==> config.mk <==
export PLATFORM = sky130hd
export DESIGN_NAME = cim_booth_mul_seq
export DESIGN_NICKNAME = d
export VERILOG_FILES = /design/src/rtl/cim_mul_pkg.sv /design/src/rtl/cim_booth_enc.sv /design/src/rtl/cim_booth_mul_seq.sv
export SDC_FILE = /design/constraint.sdc
export NUM_CORES = 1
export LEC_CHECK = 0
export ABC_AREA = 1
export ABC_CLOCK_PERIOD_IN_PS = 2550
export CAP_MARGIN = 20
export CORE_MARGIN = 2
export CORE_UTILIZATION = 35
export CTS_CLUSTER_DIAMETER = 50
export DETAILED_ROUTE_END_ITERATION = 8
export HOLD_SLACK_MARGIN = 0.08
export PLACE_DENSITY = 0.57
export SLEW_MARGIN = 20
export SYNTH_ARGS = -nofsm -noshare
export SYNTH_HDL_FRONTEND = slang
export SYNTH_HIERARCHICAL = 1
export SYNTH_SLANG_ARGS = --single-unit
export TNS_END_PERCENT = 20
==> constraint.sdc <==
create_clock -name CLK -period 2.55 [get_ports CLK]
set_clock_uncertainty 0.15 [all_clocks]
set_input_delay 0.6375 -clock CLK [delete_from_list [all_inputs] [get_ports CLK]]
set_output_delay 0.6375 -clock CLK [all_outputs]
set_load 0.01 [all_outputs]
==> src/rtl/cim_mul_pkg.sv <==
// cim_mul_pkg
//   Shared types and helpers for the CIM Booth multiplier sequencer:
//   FSM state encoding, radix-4 Booth digit encoding and the window decoder.
package cim_mul_pkg;

  localparam int DATA_W_DEF = 8;
  localparam int N_DEF      = DATA_W_DEF / 2;

  typedef enum logic [2:0] {
    IDLE,
    LOAD,
    PRE,
    COMP,
    WB,
    DONE
  } state_e;

  typedef enum logic [2:0] {
    ZERO,
    P1,
    P2,
    M1,
    M2
  } booth_e;

  // Window is {B[2i+1], B[2i], B[2i-1]}.
  function automatic booth_e booth_digit(input logic [2:0] w);
    case (w)
      3'b001, 3'b010: return P1;
      3'b011:         return P2;
      3'b100:         return M2;
      3'b101, 3'b110: return M1;
      default:        return ZERO;
    endcase
  endfunction

endpackage

==> src/rtl/cim_booth_enc.sv <==
// cim_booth_enc
//   Combinational radix-4 Booth partial-product generator.
//   a   : signed multiplicand, DATA_W bits
//   win : Booth window {B[2i+1], B[2i], B[2i-1]}
//   pp  : digit*a, two's complement, DATA_W+2 bits (holds -2*min(a))
module cim_booth_enc
  import cim_mul_pkg::*;
#(
  parameter int DATA_W = 8
) (
  input  logic [DATA_W-1:0] a,
  input  logic [2:0]        win,
  output logic [DATA_W+1:0] pp
);

  logic [DATA_W+1:0] a_x1;
  logic [DATA_W+1:0] a_x2;

  assign a_x1 = {{2{a[DATA_W-1]}}, a};
  assign a_x2 = {a_x1[DATA_W:0], 1'b0};

  always_comb begin
    pp = '0;
    case (booth_digit(win))
      P1:      pp = a_x1;
      P2:      pp = a_x2;
      M1:      pp = -a_x1;
      M2:      pp = -a_x2;
      default: pp = '0;
    endcase
  end

endmodule

==> src/rtl/cim_booth_mul_seq.sv <==
// cim_booth_mul_seq
//   Sequences one CIM SRAM macro through a radix-4 Booth signed multiply:
//   DATA_W/2 passes of precharge / compute / writeback, Horner-accumulated
//   in the macro across ping-pong accumulator rows.
//   Host side : CLK, RSTn, start, a_in, b_in -> busy, done, product, golden, err
//   Macro side: ARR_OUT -> WWL, RWL, WBL/WBLb, RWWL, RWBL/RWBLb, F, MUL, Shift, NShift
//
//   state | meaning
//   IDLE  | waiting for start, operands latched on accept
//   LOAD  | clear accumulator row 0
//   PRE   | precharge, write Booth partial product for digit i
//   COMP  | read acc row r, add PP, shift by 2 unless last digit
//   WB    | write result into the next acc row, step digit
//   DONE  | capture macro readout, pulse done next cycle
module cim_booth_mul_seq
  import cim_mul_pkg::*;
#(
  parameter int DATA_W   = 8,
  parameter int ROWS     = 2,
  parameter int CHECK_EN = 1
) (
  input  logic                  CLK,
  input  logic                  RSTn,
  input  logic                  start,
  input  logic [DATA_W-1:0]     a_in,
  input  logic [DATA_W-1:0]     b_in,
  input  logic [2*DATA_W-1:0]   ARR_OUT,
  output logic                  busy,
  output logic                  done,
  output logic [2*DATA_W-1:0]   product,
  output logic [2*DATA_W-1:0]   golden,
  output logic                  err,
  output logic [ROWS-1:0]       WWL,
  output logic [ROWS-1:0]       RWL,
  output logic [DATA_W+1:0]     WBL,
  output logic [DATA_W+1:0]     WBLb,
  output logic                  RWWL,
  output logic [DATA_W+1:0]     RWBL,
  output logic [DATA_W+1:0]     RWBLb,
  output logic                  F,
  output logic                  MUL,
  output logic                  Shift,
  output logic                  NShift
);

  localparam int N  = DATA_W / 2;
  localparam int IW = $clog2(N);
  localparam int RW = $clog2(ROWS);
  localparam int OW = 2 * DATA_W;

  state_e              state;
  logic [DATA_W-1:0]   a_r;
  logic [DATA_W-1:0]   b_r;
  logic [IW-1:0]       idx;
  logic [RW-1:0]       row;
  logic [RW-1:0]       row_nxt;
  logic [IW-1:0]       i_sel;
  logic [DATA_W:0]     b_ext;
  logic [2:0]          win;
  logic [DATA_W+1:0]   pp;
  logic signed [OW-1:0] a_sx;
  logic signed [OW-1:0] b_sx;
  logic signed [OW-1:0] prod_full;

  // PP is registered on entry to PRE: from LOAD the digit is already N-1,
  // from WB it is the one about to be stepped to.
  assign i_sel = (state == WB) ? idx - IW'(1) : idx;
  assign b_ext = {b_r, 1'b0};
  assign win   = b_ext[{i_sel, 1'b0} +: 3];

  assign row_nxt = (row == RW'(ROWS - 1)) ? '0 : row + RW'(1);

  assign a_sx      = {{DATA_W{a_in[DATA_W-1]}}, a_in};
  assign b_sx      = {{DATA_W{b_in[DATA_W-1]}}, b_in};
  assign prod_full = a_sx * b_sx;

  assign WBLb  = ~WBL;
  assign RWBLb = ~RWBL;

  cim_booth_enc #(.DATA_W(DATA_W)) u_enc (
    .a   (a_r),
    .win (win),
    .pp  (pp)
  );

  always_ff @(posedge CLK or negedge RSTn) begin
    if (!RSTn) begin
      state   <= IDLE;
      a_r     <= '0;
      b_r     <= '0;
      idx     <= '0;
      row     <= '0;
      busy    <= 1'b0;
      done    <= 1'b0;
      product <= '0;
      golden  <= '0;
      err     <= 1'b0;
      WWL     <= '0;
      RWL     <= '0;
      WBL     <= '0;
      RWWL    <= 1'b0;
      RWBL    <= '0;
      F       <= 1'b0;
      MUL     <= 1'b0;
      Shift   <= 1'b0;
      NShift  <= 1'b0;
    end else begin
      done <= 1'b0;
      case (state)
        IDLE: begin
          if (start) begin
            a_r    <= a_in;
            b_r    <= b_in;
            golden <= (CHECK_EN != 0) ? prod_full : '0;
            err    <= 1'b0;
            busy   <= 1'b1;
            idx    <= IW'(N - 1);
            row    <= '0;
            WWL    <= ROWS'(1);
            WBL    <= '0;
            state  <= LOAD;
          end
        end
        LOAD: begin
          WWL   <= '0;
          F     <= 1'b1;
          RWWL  <= 1'b1;
          RWBL  <= pp;
          state <= PRE;
        end
        PRE: begin
          F      <= 1'b0;
          RWWL   <= 1'b0;
          RWBL   <= '0;
          RWL    <= ROWS'(1) << row;
          MUL    <= 1'b1;
          Shift  <= (idx != '0);
          NShift <= (idx == '0);
          state  <= COMP;
        end
        COMP: begin
          RWL    <= '0;
          MUL    <= 1'b0;
          Shift  <= 1'b0;
          NShift <= 1'b0;
          WWL    <= ROWS'(1) << row_nxt;
          row    <= row_nxt;
          state  <= WB;
        end
        WB: begin
          WWL <= '0;
          if (idx == '0) begin
            state <= DONE;
          end else begin
            idx   <= idx - IW'(1);
            F     <= 1'b1;
            RWWL  <= 1'b1;
            RWBL  <= pp;
            state <= PRE;
          end
        end
        DONE: begin
          product <= ARR_OUT;
          done    <= 1'b1;
          busy    <= 1'b0;
          err     <= (CHECK_EN != 0) && (ARR_OUT != golden);
          state   <= IDLE;
        end
        default: state <= IDLE;
      endcase
    end
  end

endmodule
==> out/qor.yml, run 1 <==
route:
  viasPerCell: 4.495
  first_pass_iters: 4
  drc: 0
  wl_per_cell_um: 12.39
  vias: 5695
  antenna_left: 0
  drt_iter0_drc: 221
  drt-total-wl_um: 15700
yosys:
  synth_top_area_share: 0.2803
  synthTopCellsByArea: "dfrtp_1 (28%), fa_1 (16%), nand2_1 (15%), inv_1 (10%), ha_1 (6.0%)"
  synthMuxAreaShare: 0.003177
  synth_edf_count: 0
  synth_top_family_by_area: "simple AND/OR/NAND/NOR gates"
  synthArstFlopShare: 1.000
  yosysTopAreaCell: "dfrtp_1"
  syn_area_per_cell_sq_um: 7.540
  synth_compound_area_frac: 0.04896
  syn_inst: 888
  synthXorXnorAreaFrac: 0.03401
  yosys_register_bits: 75
  synth_fa_ha_area_frac: 0.2243
  synth.yosys.warnings: 6
  ys_seq_area_frac: 0.2803
  yosysUniqueCellTypes: 40
  synth_area_sq_um: 6695
  yosys.area_share.simple: 0.2553
  ys.flop_type: "dfrtp_1"
die:
  initial_utilization: 0.3567
  die_area_sq_um: 20250
  die_w_um: 142.3
  fp-row-count: 50
  die_height_um: 142.3
  core_area_sq_um: 18770
  ios: 119
cts:
  cts_buffer_depth: 2
  cts_hold_buf: 0
  clock_latency_ns: 0.33
  cts-root-buf: "clkbuf_16"
  cts_tree: "done"
  cts_buffers: 9
  cts_num_sinks: 75
  cts_htree_levels: 3
  path_clk_slew_ns: 0.06
final_layout:
  nets: 1150
  area_growth_pct: 34.31
  num_antenna_cells: 0
  layout_commonest_cell: "nand2_1"
  multi_input_area_sq_um: 4298
  drive_gt1_frac: 0.2120
  layout_common_cells: "nand2_1 (256), inv_1 (159), clkdlybuf4s50_1 (81)"
  seq_area_sq_um: 1877
  fill_cells: 1900
setup_path:
  max_stage_delay_ns: 0.53
  crit_type: "input pin to register"
  rrSetupSlack_ns: 0.08
  endpoint_kind: "register"
  crit_path_frequent_cell: "inv_1"
  worstPathRequired_ns: 2.63
  crit_chain: "buf_12 > buf_12 > nand2_8 > inv_6 > fa_2 > buf_4 > fa_1 > inv_1 > fa_1 > fa_1 > inv_1 > ha_4 > nand2_1 > inv_1 > a21oi_2 > nand3_2 > inv_1 > nand2_1 > nand3_1 > nand2_1"
  critPathLaunchType: "input pin"
  cp_max_fo: 5
  slowest_stage: "fa_1"
  r2r-end: "RWBL[5]"
  r2r_start: "state[1]"
  reg2regPathDepth: 17
  worstPathArrival_ns: 4.11
status:
  violations: "negative setup slack"
  outcome: "complete, but fails checks"
grt:
  grt_pass1_wl_um: 26700
  grt_usage: 0.1626
  grt_max_degree: 36
  grt_pass1_vias: 5587
  grt_overflow: 0
  antenna_found_initial: 0
pwr:
  switchingPower_mw: 5.316
  intPower_mw: 6.165
  seqPwrFrac: 0.190
  power_mw: 11.48
  power_frac_comb: 0.696
  p_per_area_nw_per_um2: 1277
  vdd_drop_max_uv: 569.7
  p_sw_frac: 0.4630
  p_leak_nw: 4.714
  power.share.clock: 0.114
placed_design:
  pre_cts_slack_ns: -2.378
  routabilityCongestion: 0.8456
  port_buffers: 98
  hpwl_um: 12540
sta:
  tns_ns: -15.19
  fin_crit_sh: 1.580
  max_freq_mhz: 248.2
  setup_violations: 12
  timing.final.ws_setup_ns: -1.480
  hold_viol: 0
  fin_crit_ns: 4.030
  grt_setup_unrepaired: "yes"
  report.final.slew_viol_count: 0
run:
  drv_cap: 0
min_path:
  worstHoldPathType: "input pin to asynchronous set/reset pin"
[logic make-up after synthesis]
logic type / Yosys count
buf+inv: 243
simple gates: 393
mux: 2
xor+xnor: 26
other cells: 2
fa+ha+maj: 87
compound gates: 60
flops: 75
[worst max path at each step]
stage                       start         end  slack (ns)  cells past startpoint
final                     a_in[7]  golden[15]       -1.48                     20
after global routing      a_in[7]  golden[15]       -1.66                     20
after CTS                 a_in[7]  golden[15]       -1.53                     19
after detailed placement  b_in[7]  golden[15]       -2.38                     20
after global placement    a_in[5]  golden[15]       -2.35                     20
after floorplan           b_in[2]  golden[15]       -1.69                     20
[synthesized netlist by cell type (2+ instances only)]
library cell and instances:
dfrtp_1 75, nand4_1 9, a21oi_1 11, nand2_4 2
o21ai_1 28, nor2_1 33, o21bai_1 2, conb_1 2
nand2_2 6, o21ai_2 2, nand3_2 4, buf_4 25
nor2_2 3, inv_1 181, xnor2_1 20, clkbuf_1 18
inv_2 9, fa_1 55, buf_2 8, nand3b_1 4
nor2_8 2, ha_1 32, nand2_1 271, nor2_4 2
o21ai_0 11, nand3_1 52, xor2_1 6, or2_2 3
[state kept, by name (all words and copies together), names as in the netlist, 2 cells and up]
| signal | count |
|---|---|
| b_r | 8 |
| RWBL | 10 |
| idx | 2 |
| RWL | 2 |
| product | 16 |
| a_r | 8 |
| state | 3 |
| golden | 16 |
| WWL | 2 |
[stage by stage]
| step | area (sq um) | std cells | utilization | hold slack, ns |
|---|---|---|---|---|
| 6_report | 8992 | 1267 | 0.4791 | 0.07780 |
| 5_1_grt | 8992 | 1267 | 0.4791 | 0.09184 |
| 4_1_cts | 8851 | 1265 | 0.4716 | 0.08018 |
| 3_5_place_dp | 8305 | 1243 | 0.4425 | 0.3083 |
| 3_3_place_gp | 8305 | 1243 | 0.4425 | 0.3035 |
| 2_1_floorplan | 6968 | 906 | - | 0.1919 |
[critical path: cells and delay by family]
family,cells,cell delay [ns]
buffers and inverters,8,0.68
adder cells (fa/ha/maj),5,2.19
AO/OA/AOI/OAI,1,0.15
AND/OR/NAND/NOR,6,0.45
[layout make-up]
type,count,share of cell area
multi-input combinational,588,0.4779
sequential,75,0.2087
timing repair buffer,162,0.1638
inverter,191,0.08168
tap,234,0.03256
clock buffer,10,0.02658
clock inverter,6,0.007931
timing repair inverter,1,0.0008348
[per-layer routing]
metal | GRT usage | vias up | wire (um)
met5 | 0 | - | 0
met4 | 0.03596 | 0 | 148
met3 | 0.01985 | 8 | 555
met2 | 0.2672 | 104 | 7289
met1 | 0.2311 | 2692 | 7702
li1 | - | 2891 | -
[power groups by stage]
stage | sequential [mW] | combinational, mW | clock [mW]
5_1_grt | 2.26 | 8.93 | 1.41
3_5_place_dp | 2.20 | 7.25 | 0
2_1_floorplan | 2.29 | 4.73 | 0
3_3_place_gp | 2.19 | 7.19 | 0
4_1_cts | 2.18 | 7.77 | 1.35
6_report | 2.18 | 7.99 | 1.31
[timing repair]
item,CTS,global route
resized for setup,127,43
buffers inserted,6,4
gates cloned,1,0
endpoints found under the setup margin,16,22
pin swaps,42,24
Note: power is estimated with default switching activity, not from simulation.
==> inputs of run 2 (changes only) <==
- SLEW_MARGIN: 20 -> unset
==> results of run 2 <==
No change in the layout: final DEF, timing and power equal those of run 1.
